$ cat src/rtl/fpu_op_queue.sv
// Tagged command/response queue in front of the FPU unit bank: buffers commands, issues one at a time.
// Optional FPQ_TIMEOUT_EN: abort an operation whose unit never returns fu_done within TIMEOUT cycles.
module fpu_op_queue #(
   parameter int unsigned CMD_DEPTH = 4,
   parameter int unsigned RSP_DEPTH = 4,
   parameter int unsigned TAG_W     = 4,
   parameter int unsigned NUM_OPS   = 11,
   parameter int unsigned TIMEOUT   = 64
) (
   input  logic             clk,
   input  logic             rst,
   input  logic             cmd_valid,
   output logic             cmd_ready,
   input  logic [3:0]       cmd_op,
   input  logic [1:0]       cmd_sub,
   input  logic [2:0]       cmd_rm,
   input  logic [31:0]      cmd_a,
   input  logic [31:0]      cmd_b,
   input  logic [31:0]      cmd_c,
   input  logic [TAG_W-1:0] cmd_tag,
   output logic             iss_valid,
   output logic [3:0]       iss_op,
   output logic [1:0]       iss_sub,
   output logic [2:0]       iss_rm,
   output logic [31:0]      iss_a,
   output logic [31:0]      iss_b,
   output logic [31:0]      iss_c,
   input  logic             fu_done,
   input  logic [31:0]      fu_result,
   input  logic [4:0]       fu_exc,
   output logic             rsp_valid,
   input  logic             rsp_ready,
   output logic [31:0]      rsp_data,
   output logic [4:0]       rsp_exc,
   output logic [TAG_W-1:0] rsp_tag,
   output logic             rsp_illegal,
   input  logic             flush,
   output logic [4:0]       fflags,
   input  logic             fflags_clr,
   output logic             irq
);
   localparam int unsigned CAW = $clog2(CMD_DEPTH);
   localparam int unsigned RAW = $clog2(RSP_DEPTH);

   typedef enum logic {IDLE, EXEC} state_t;
   typedef logic [CAW:0] cptr_t;
   typedef logic [RAW:0] rptr_t;

   typedef struct packed {
      logic [3:0]       op;
      logic [1:0]       sub;
      logic [2:0]       rm;
      logic [31:0]      a;
      logic [31:0]      b;
      logic [31:0]      c;
      logic [TAG_W-1:0] tag;
   } cmd_t;

   typedef struct packed {
      logic [31:0]      data;
      logic [4:0]       exc;
      logic [TAG_W-1:0] tag;
      logic             illegal;
   } rsp_t;

   state_t     state_q, state_d;
   cmd_t       cmd_mem_q [CMD_DEPTH];
   cmd_t       cmd_mem_d [CMD_DEPTH];
   rsp_t       rsp_mem_q [RSP_DEPTH];
   rsp_t       rsp_mem_d [RSP_DEPTH];
   cptr_t      cmd_wp_q, cmd_wp_d, cmd_rp_q, cmd_rp_d;
   rptr_t      rsp_wp_q, rsp_wp_d, rsp_rp_q, rsp_rp_d;
   logic [4:0] fflags_q, fflags_d;
   logic       irq_q, irq_d;

   cmd_t cmd_in, cmd_head;
   rsp_t rsp_head, rsp_wdata;
   logic cmd_full, cmd_empty, rsp_full, rsp_empty;
   logic cmd_push, cmd_pop, rsp_push, rsp_pop;
   logic head_illegal, timeout_hit;

   assign cmd_full  = (cmd_wp_q[CAW] != cmd_rp_q[CAW]) && (cmd_wp_q[CAW-1:0] == cmd_rp_q[CAW-1:0]);
   assign cmd_empty = (cmd_wp_q == cmd_rp_q);
   assign rsp_full  = (rsp_wp_q[RAW] != rsp_rp_q[RAW]) && (rsp_wp_q[RAW-1:0] == rsp_rp_q[RAW-1:0]);
   assign rsp_empty = (rsp_wp_q == rsp_rp_q);

   assign cmd_in   = '{op: cmd_op, sub: cmd_sub, rm: cmd_rm, a: cmd_a, b: cmd_b, c: cmd_c, tag: cmd_tag};
   assign cmd_head = cmd_mem_q[cmd_rp_q[CAW-1:0]];
   assign rsp_head = rsp_mem_q[rsp_rp_q[RAW-1:0]];

   assign cmd_push = cmd_valid && !cmd_full && !flush;
   assign rsp_pop  = !rsp_empty && rsp_ready;

   assign head_illegal = (32'(cmd_head.op) >= NUM_OPS) ||
                         (((cmd_head.op == 4'd1) || (cmd_head.op == 4'd2)) && (cmd_head.sub == 2'd3));

`ifdef FPQ_TIMEOUT_EN
   localparam int unsigned TOW = $clog2(TIMEOUT) + 1;
   logic [TOW-1:0] to_cnt_q, to_cnt_d;

   // Held at zero in IDLE, so every EXEC visit starts counting from 0.
   always_comb to_cnt_d = (state_q == EXEC && !flush) ? to_cnt_q + TOW'(1) : '0;
   assign timeout_hit = (state_q == EXEC) && !fu_done && (to_cnt_q == TOW'(TIMEOUT - 1));

   always_ff @(posedge clk or posedge rst) begin
      if (rst) to_cnt_q <= '0;
      else     to_cnt_q <= to_cnt_d;
   end
`else
   assign timeout_hit = 1'b0;
`endif

   always_comb begin
      state_d = state_q;
      case (state_q)
         IDLE:    if (!cmd_empty && !rsp_full && !head_illegal) state_d = EXEC;
         EXEC:    if (fu_done || timeout_hit) state_d = IDLE;
         default: state_d = IDLE;
      endcase
      if (flush) state_d = IDLE;
   end

   // Response FIFO cannot be full in EXEC: entry required a free slot and only this FSM pushes.
   always_comb begin
      cmd_pop   = 1'b0;
      rsp_push  = 1'b0;
      rsp_wdata = '0;
      if (!flush) begin
         if (state_q == IDLE) begin
            if (!cmd_empty && !rsp_full && head_illegal) begin
               rsp_push          = 1'b1;
               cmd_pop           = 1'b1;
               rsp_wdata.tag     = cmd_head.tag;
               rsp_wdata.illegal = 1'b1;
            end
         end else if (fu_done) begin
            rsp_push       = 1'b1;
            cmd_pop        = 1'b1;
            rsp_wdata.data = fu_result;
            rsp_wdata.exc  = fu_exc;
            rsp_wdata.tag  = cmd_head.tag;
         end else if (timeout_hit) begin
            rsp_push          = 1'b1;
            cmd_pop           = 1'b1;
            rsp_wdata.exc     = 5'b10000;
            rsp_wdata.tag     = cmd_head.tag;
            rsp_wdata.illegal = 1'b1;
         end
      end
   end

   always_comb begin
      cmd_mem_d = cmd_mem_q;
      rsp_mem_d = rsp_mem_q;
      if (cmd_push) cmd_mem_d[cmd_wp_q[CAW-1:0]] = cmd_in;
      if (rsp_push) rsp_mem_d[rsp_wp_q[RAW-1:0]] = rsp_wdata;
      cmd_wp_d = cmd_wp_q + cptr_t'(cmd_push);
      cmd_rp_d = cmd_rp_q + cptr_t'(cmd_pop);
      rsp_wp_d = rsp_wp_q + rptr_t'(rsp_push);
      rsp_rp_d = rsp_rp_q + rptr_t'(rsp_pop && !flush);
      if (flush) begin
         cmd_wp_d = '0;
         cmd_rp_d = '0;
         rsp_wp_d = '0;
         rsp_rp_d = '0;
      end
   end

   always_comb begin
      fflags_d = fflags_q;
      if (!flush) begin
         if (fflags_clr)   fflags_d = '0;
         else if (rsp_pop) fflags_d = fflags_q | rsp_head.exc;
      end
      irq_d = !rsp_empty;
   end

   always_ff @(posedge clk or posedge rst) begin
      if (rst) begin
         state_q  <= IDLE;
         cmd_wp_q <= '0;
         cmd_rp_q <= '0;
         rsp_wp_q <= '0;
         rsp_rp_q <= '0;
         fflags_q <= '0;
         irq_q    <= 1'b0;
      end else begin
         state_q  <= state_d;
         cmd_wp_q <= cmd_wp_d;
         cmd_rp_q <= cmd_rp_d;
         rsp_wp_q <= rsp_wp_d;
         rsp_rp_q <= rsp_rp_d;
         fflags_q <= fflags_d;
         irq_q    <= irq_d;
      end
   end

   always_ff @(posedge clk) begin
      cmd_mem_q <= cmd_mem_d;
      rsp_mem_q <= rsp_mem_d;
   end

   always_comb begin
      cmd_ready   = !cmd_full;
      iss_valid   = 1'b0;
      iss_op      = '0;
      iss_sub     = '0;
      iss_rm      = '0;
      iss_a       = '0;
      iss_b       = '0;
      iss_c       = '0;
      if (state_q == EXEC) begin
         iss_valid = 1'b1;
         iss_op    = cmd_head.op;
         iss_sub   = cmd_head.sub;
         iss_rm    = cmd_head.rm;
         iss_a     = cmd_head.a;
         iss_b     = cmd_head.b;
         iss_c     = cmd_head.c;
      end
      rsp_valid   = !rsp_empty;
      rsp_data    = rsp_empty ? '0 : rsp_head.data;
      rsp_exc     = rsp_empty ? '0 : rsp_head.exc;
      rsp_tag     = rsp_empty ? '0 : rsp_head.tag;
      rsp_illegal = rsp_empty ? 1'b0 : rsp_head.illegal;
      fflags      = fflags_q;
      irq         = irq_q;
   end

endmodule

$ cat config.mk
export PLATFORM = sky130hd
export DESIGN_NAME = fpu_op_queue
export DESIGN_NICKNAME = d
export VERILOG_FILES = /design/src/rtl/fpu_op_queue.sv
export SDC_FILE = /design/constraint.sdc
export NUM_CORES = 1
export LEC_CHECK = 0
export CORE_ASPECT_RATIO = 1.1
export CORE_MARGIN = 2
export CORE_UTILIZATION = 30
export CTS_CLUSTER_SIZE = 24
export DETAILED_ROUTE_END_ITERATION = 12
export PLACE_DENSITY = 0.58
export SLEW_MARGIN = 20
export SYNTH_ARGS = -nofsm -noshare
export SYNTH_HDL_FRONTEND = slang
export SYNTH_SLANG_ARGS = --single-unit
$ cat constraint.sdc
create_clock -name clk -period 10.15 [get_ports clk]
set_input_delay 2.03 -clock clk [delete_from_list [all_inputs] [get_ports clk]]
set_output_delay 2.03 -clock clk [all_outputs]
set_load 0.02 [all_outputs]
== After elaboration in Yosys (flattened, before gate mapping) ==
Cells that the tools add are included.

* Bits in registers: 623
* Latch bits: 0
* RAM bits: 0
* Bits in read-only memories: 0
* Input bits: 153
* Word-level logic and storage cells: 143
* Memories kept: 0

* Add/sub/neg operators: 4
* $mul: 0
* Div/mod/pow operators: 0
* Magnitude comparators: 7
* Equality and inequality tests: 9
* Shift operators: 0
* Multiplexer cells: 43
* Bitwise operators: 7
* Reduce and logical (&&, ||, !) cells: 22

{| class="wikitable"
|+ Operators with widths
! cell !! number
|-
| bitwise mux 436 bit || 1
|-
| two-way mux 109 bit || 3
|-
| binary-select mux 109 bit (select 2 bit) || 1
|-
| demux 109 bit (select 2 bit) || 1
|-
| bitwise mux 168 bit || 1
|-
| two-way mux 42 bit || 4
|-
| two-way mux 32 bit || 5
|-
| binary-select mux 42 bit (select 2 bit) || 1
|-
| demux 42 bit (select 2 bit) || 1
|-
| two-way mux 37 bit || 1
|-
| two-way mux 5 bit || 5
|-
| two-way mux 3 bit || 5
|-
| adder 3 x 1 -> 3 bit || 4
|-
| greater-or-equal comparator 3 bit (second input constant) || 4
|-
| logical AND 1 bit || 12
|-
| NOT 2 -> 3 bit || 4
|-
| two-way mux 1 bit || 9
|-
| two-way mux 9 bit || 1
|-
| two-way mux 4 bit || 2
|-
| == test 3 bit || 2
|-
| zero test 1 bit || 6
|-
| < comparator 3 x 1 -> 1 bit (second input constant) || 2
|-
| bitwise OR 5 bit || 1
|-
| == test 2 bit || 2
|-
| 11 further kinds || 14
|}

== Logic depth before layout (Yosys ltp) ==
* Word-level depth: 14
* Mapped depth: 10

== Worst setup path after synthesis ==
No wires, ideal clock.

* Path type: input -> register
* From: input flush
* To: register cmd_mem_q[109] (netlist bit) (enable)
* Data arrival time: 10.210 ns
* Required time: 9.417 ns
* Path slack: -0.793 ns
* Stages on the path: 2
* Buffers on the path: 0
* Path through: nand3b_1 -> nor3b_1

* Cells in the longest elaborated chain, start to end: 2

{| class="wikitable"
|+ RTL lines
! what !! line !! RTL
|-
| start, declared || 37 || <nowiki>input logic flush,</nowiki>
|-
| zero test 1 bit || n/a ||
|-
| logical AND 1 bit || 91 || <nowiki>assign cmd_push = cmd_valid && !cmd_full && !flush;</nowiki>
|-
| end signal, assigned || 199 || <nowiki>cmd_mem_q <= cmd_mem_d;</nowiki>
|-
| end, declared || 67 || <nowiki>cmd_t cmd_mem_q [CMD_DEPTH];</nowiki>
|}

No other way between the ends.
A chain may end at the register's enable or synchronous reset.

== Final worst setup path ==
* From: register cmd_rp_q[0]
* To: output iss_sub[1]

* Cells in the longest elaborated chain, start to end: 5

{| class="wikitable"
|+ RTL lines
! what !! line !! RTL
|-
| start, declared || 71 || <nowiki>cptr_t cmd_wp_q, cmd_wp_d, cmd_rp_q, cmd_rp_d;</nowiki>
|-
| start signal, assigned || 190 || <nowiki>cmd_rp_q <= cmd_rp_d;</nowiki>
|-
| NOT 2 -> 3 bit (not written as such) || 88 || <nowiki>assign cmd_head = cmd_mem_q[cmd_rp_q[CAW-1:0]];</nowiki>
|-
| binary-select mux 109 bit (select 2 bit) || 88 ||
|-
| two-way mux 109 bit (not written as such) (2 in series) || 88 ||
|-
| two-way mux 2 bit || 212 || <nowiki>if (state_q == EXEC) begin</nowiki>
|-
| end, declared || 23 || <nowiki>output logic [1:0] iss_sub,</nowiki>
|}

No other way between the ends. The select of a mux whose other input is x is not followed.

==> metrics.txt <==
outcome=completed; Clock transition at path regs=~0.060 ns; Hold Path Stages=2; worst path required time=8.12 ns; Worst-Skew Late Latency=0.60 ns; r2r worst-path depth=8; via count=11653; Core Footprint=79100 um2; critical path fanouts, max=75; Net Switching=around 1.3 mW; final hold slack=0.500 ns; GPL Wtd Cong=0.695; Slew @ Worst Pin=0.899 ns; Site Rows=108; VDD IR max=0.130 mV; drt wl/cell=approximately 21 um; Hold Buf Count CTS=0; clock root buffer=clkbuf_16; Pwr Density=193 nW/um2; grt ovf=0; Seq pwr share=0.492; Final Hold Fails=0; die area=82200 um2; Synth area leader=edfxtp_1; dpl hpwl=just over 30000 um; Total GRT Usage=0.129; max incr delay on CP=~0.96 ns; drt initial violations=818; Antenna Nets Post-Route=0; Hold Path Class=reg -> reg; post-DR vias/cell=4.59; post-synthesis cell count=1090; largest net degree at the start of global routing=110; Crit Path Category=reg -> out; max-slew violations=0; crit path time final=5.70 ns; Max Cap Viol=0; CP max-delay cell=dfrtp_4; post-synthesis sequential area ratio=0.777; # nets final=1599; Die Y=300 um; EDFF count, synth=roughly 600; Post-Synth Adder-Cell Area=0.00418; postcts setup bufs=0; storage element area=roughly 19000 um2; Num CTS Buffers=70; drt total wl=53200 um; RSZ-0062 raised after global routing=no; mux cell area share after synthesis=0.142; LEAKAGE=between 9 and 10 nW; post_cts resized=0; crit path cell chain=buf_12 > mux4_1 > and2_1 > clkdlybuf4s50_1; Setup TNS Final=0 ns; Setup WS pre-CTS=between 4 and 5 ns; dpl cells=around 2400; largest family of logic cells by synthesized area=multiplexers; Arr. time, crit path=3.67 ns; Clock Path Buffers=3; #FFs+latches synth=about 620; vias in the first global route=about 13000; Clock power frac=0.418; Buf+Inv Stages, Crit Path=2; IO buf count=308; fillers=7132; compound-gate portion of the synthesized area=0.00261; slew margin rel.=0.400; Synth area leaders=edfxtp_1, mux4_2, and2_1; Logic pwr share=0.089; Area Overhead vs Synth=28.0%; top-count cell post-synth=edfxtp_1; Synthesized Nets=between 1000 and 1500; TritonCTS clock tree=built; Chip Width=273 um; Syn Area/Cell=22.0 um2; share of layout cells above drive strength 1=0.194; CP delay by family, top=buffers and inverters; post-synth top area share=0.757; Clock Skews=approximately 0.015 ns; I/O pin cnt=~310; Post-Synth XOR/XNOR Area=0.00402; fmax=175 MHz; Cell Area, Synth=24000 um2; simple-gate share of the synthesized area=0.0589; Post-Layout Cell Count=2539; H-tree levels=3; switching share of total power=0.221; setup violators final=0; endpoint type of the worst setup path=output port; Synth Flop Type=edfxtp_1; Netlist cell types=29; most instantiated cells after synthesis=edfxtp_1, mux4_2, and2_1; CP Launch Type=flip-flop; Setup WS post-layout=4.45 ns; initial antenna violation count=8; ys async rst share=0.0305; period utilization=0.562; Pre-antenna DRT Iters=5; Multi-input gate area=5150 um2; Initial Utilization=0.303; total number of yosys warnings=0; WP depth=4; CTS sink cnt=between 600 and 700; DRC viols=0; Int Power=~4.6 mW; first-pass GRT wire length=79000 um
## placed cells by master (no fill, tap or decap), types with 2 or more instances in the layout
cell,n
a21oi_1,6
and2_1,142
buf_12,2
buf_4,19
bufinv_16,7
clkbuf_1,15
clkbuf_16,70
clkdlybuf4s50_1,308
clkinv_1,9
clkinv_2,12
clkinv_4,2
clkinv_8,3
clkinvlp_4,4
dfrtp_1,14
dfrtp_2,2
dfrtp_4,3
diode_2,2
edfxtp_1,604
ha_1,8
inv_1,6
inv_6,3
mux4_1,2
mux4_2,149
nand2_1,2
nor2_1,11
nor2b_1,55
nor3_1,3
nor3b_2,2
nor3b_4,4
xnor2_1,5
xor2_1,6
## per-layer routing
metal | wire (um) | global-route usage | vias to the layer above | share of wire
li1 | - | - | 5097 | -
met1 | 22700 | 0.169 | 6054 | 0.43
met2 | 25100 | 0.207 | 403 | 0.47
met3 | 4270 | 0.0380 | 83 | 0.080
met4 | 1020 | 0.0394 | 16 | 0.019
met5 | 99 | 0 | - | 0.0019
## per-stage QoR
stage / utilization / total power [mW] / area, um2
2_1_floorplan: - / 3.25 / 24000
3_3_place_gp: 0.359 / 3.50 / 28400
3_5_place_dp: 0.359 / 3.51 / 28400
4_1_cts: 0.387 / 6.01 / 30600
5_1_grt: 0.388 / 6.14 / 30700
6_report: 0.388 / 5.91 / 30700
## power groups by stage
stage          clock (mW)  sequential, mW  combinational, mW
2_1_floorplan           0            2.95              0.294
3_3_place_gp            0            2.97              0.536
3_5_place_dp            0            2.97              0.538
4_1_cts              2.55            2.92              0.541
5_1_grt              2.65            2.92              0.567
6_report             2.47            2.91              0.527
## final timing paths
kind	end	slack [ns]	from
hold reg to reg	fflags[1]	0.50	fflags[1]
hold / removal	fflags[1]	0.50	fflags[1]
min in group asynchronous	irq	1.87	rst
setup reg to reg	cmd_mem_q[250]	5.96	cmd_rp_q[1]
max in group asynchronous	cmd_rp_q[0]	7.70	rst
setup / recovery	iss_sub[1]	4.45	cmd_rp_q[0]
## worst register-to-register path, stage by stage (launching register included)
cell	delay, ns
dfrtp_4	0.76
buf_4	0.64
xor2_1	0.27
nor2_1	0.07
nand2_1	0.09
nand3b_1	0.27
nor3b_4	0.31
buf_4	0.55
buf_4	0.81
## flip-flops by register name, summed over array words and instances (netlist names)
| signal | cells |
|---|---|
| cmd_mem_q | 436 |
| rsp_mem_q | 168 |
| fflags | 5 |
| cmd_rp_q | 3 |
| cmd_wp_q | 3 |
| rsp_rp_q | 3 |
| rsp_wp_q | 3 |
| irq | 1 |
| state_q | 1 |
## area by class of cell
cell class / count / share of cell area
sequential: 623 / 0.607
clock buffer: 85 / 0.0590
clock inverter: 41 / 0.0146
tap: 1045 / 0.0426
antenna: 2 / 0.000163
inverter: 6 / 0.000734
multi-input combinational: 407 / 0.168
timing repair buffer: 330 / 0.107
## logic make-up after synthesis
group,after synthesis
adders and majority gates,8
xor gates and xnor gates,11
AOI/OAI and AO/OA,9
and+or+nand+nor,228
DFF,623
muxes,151
buffers and inverters,60
No activity file was read; power rests on OpenSTA's default activity.
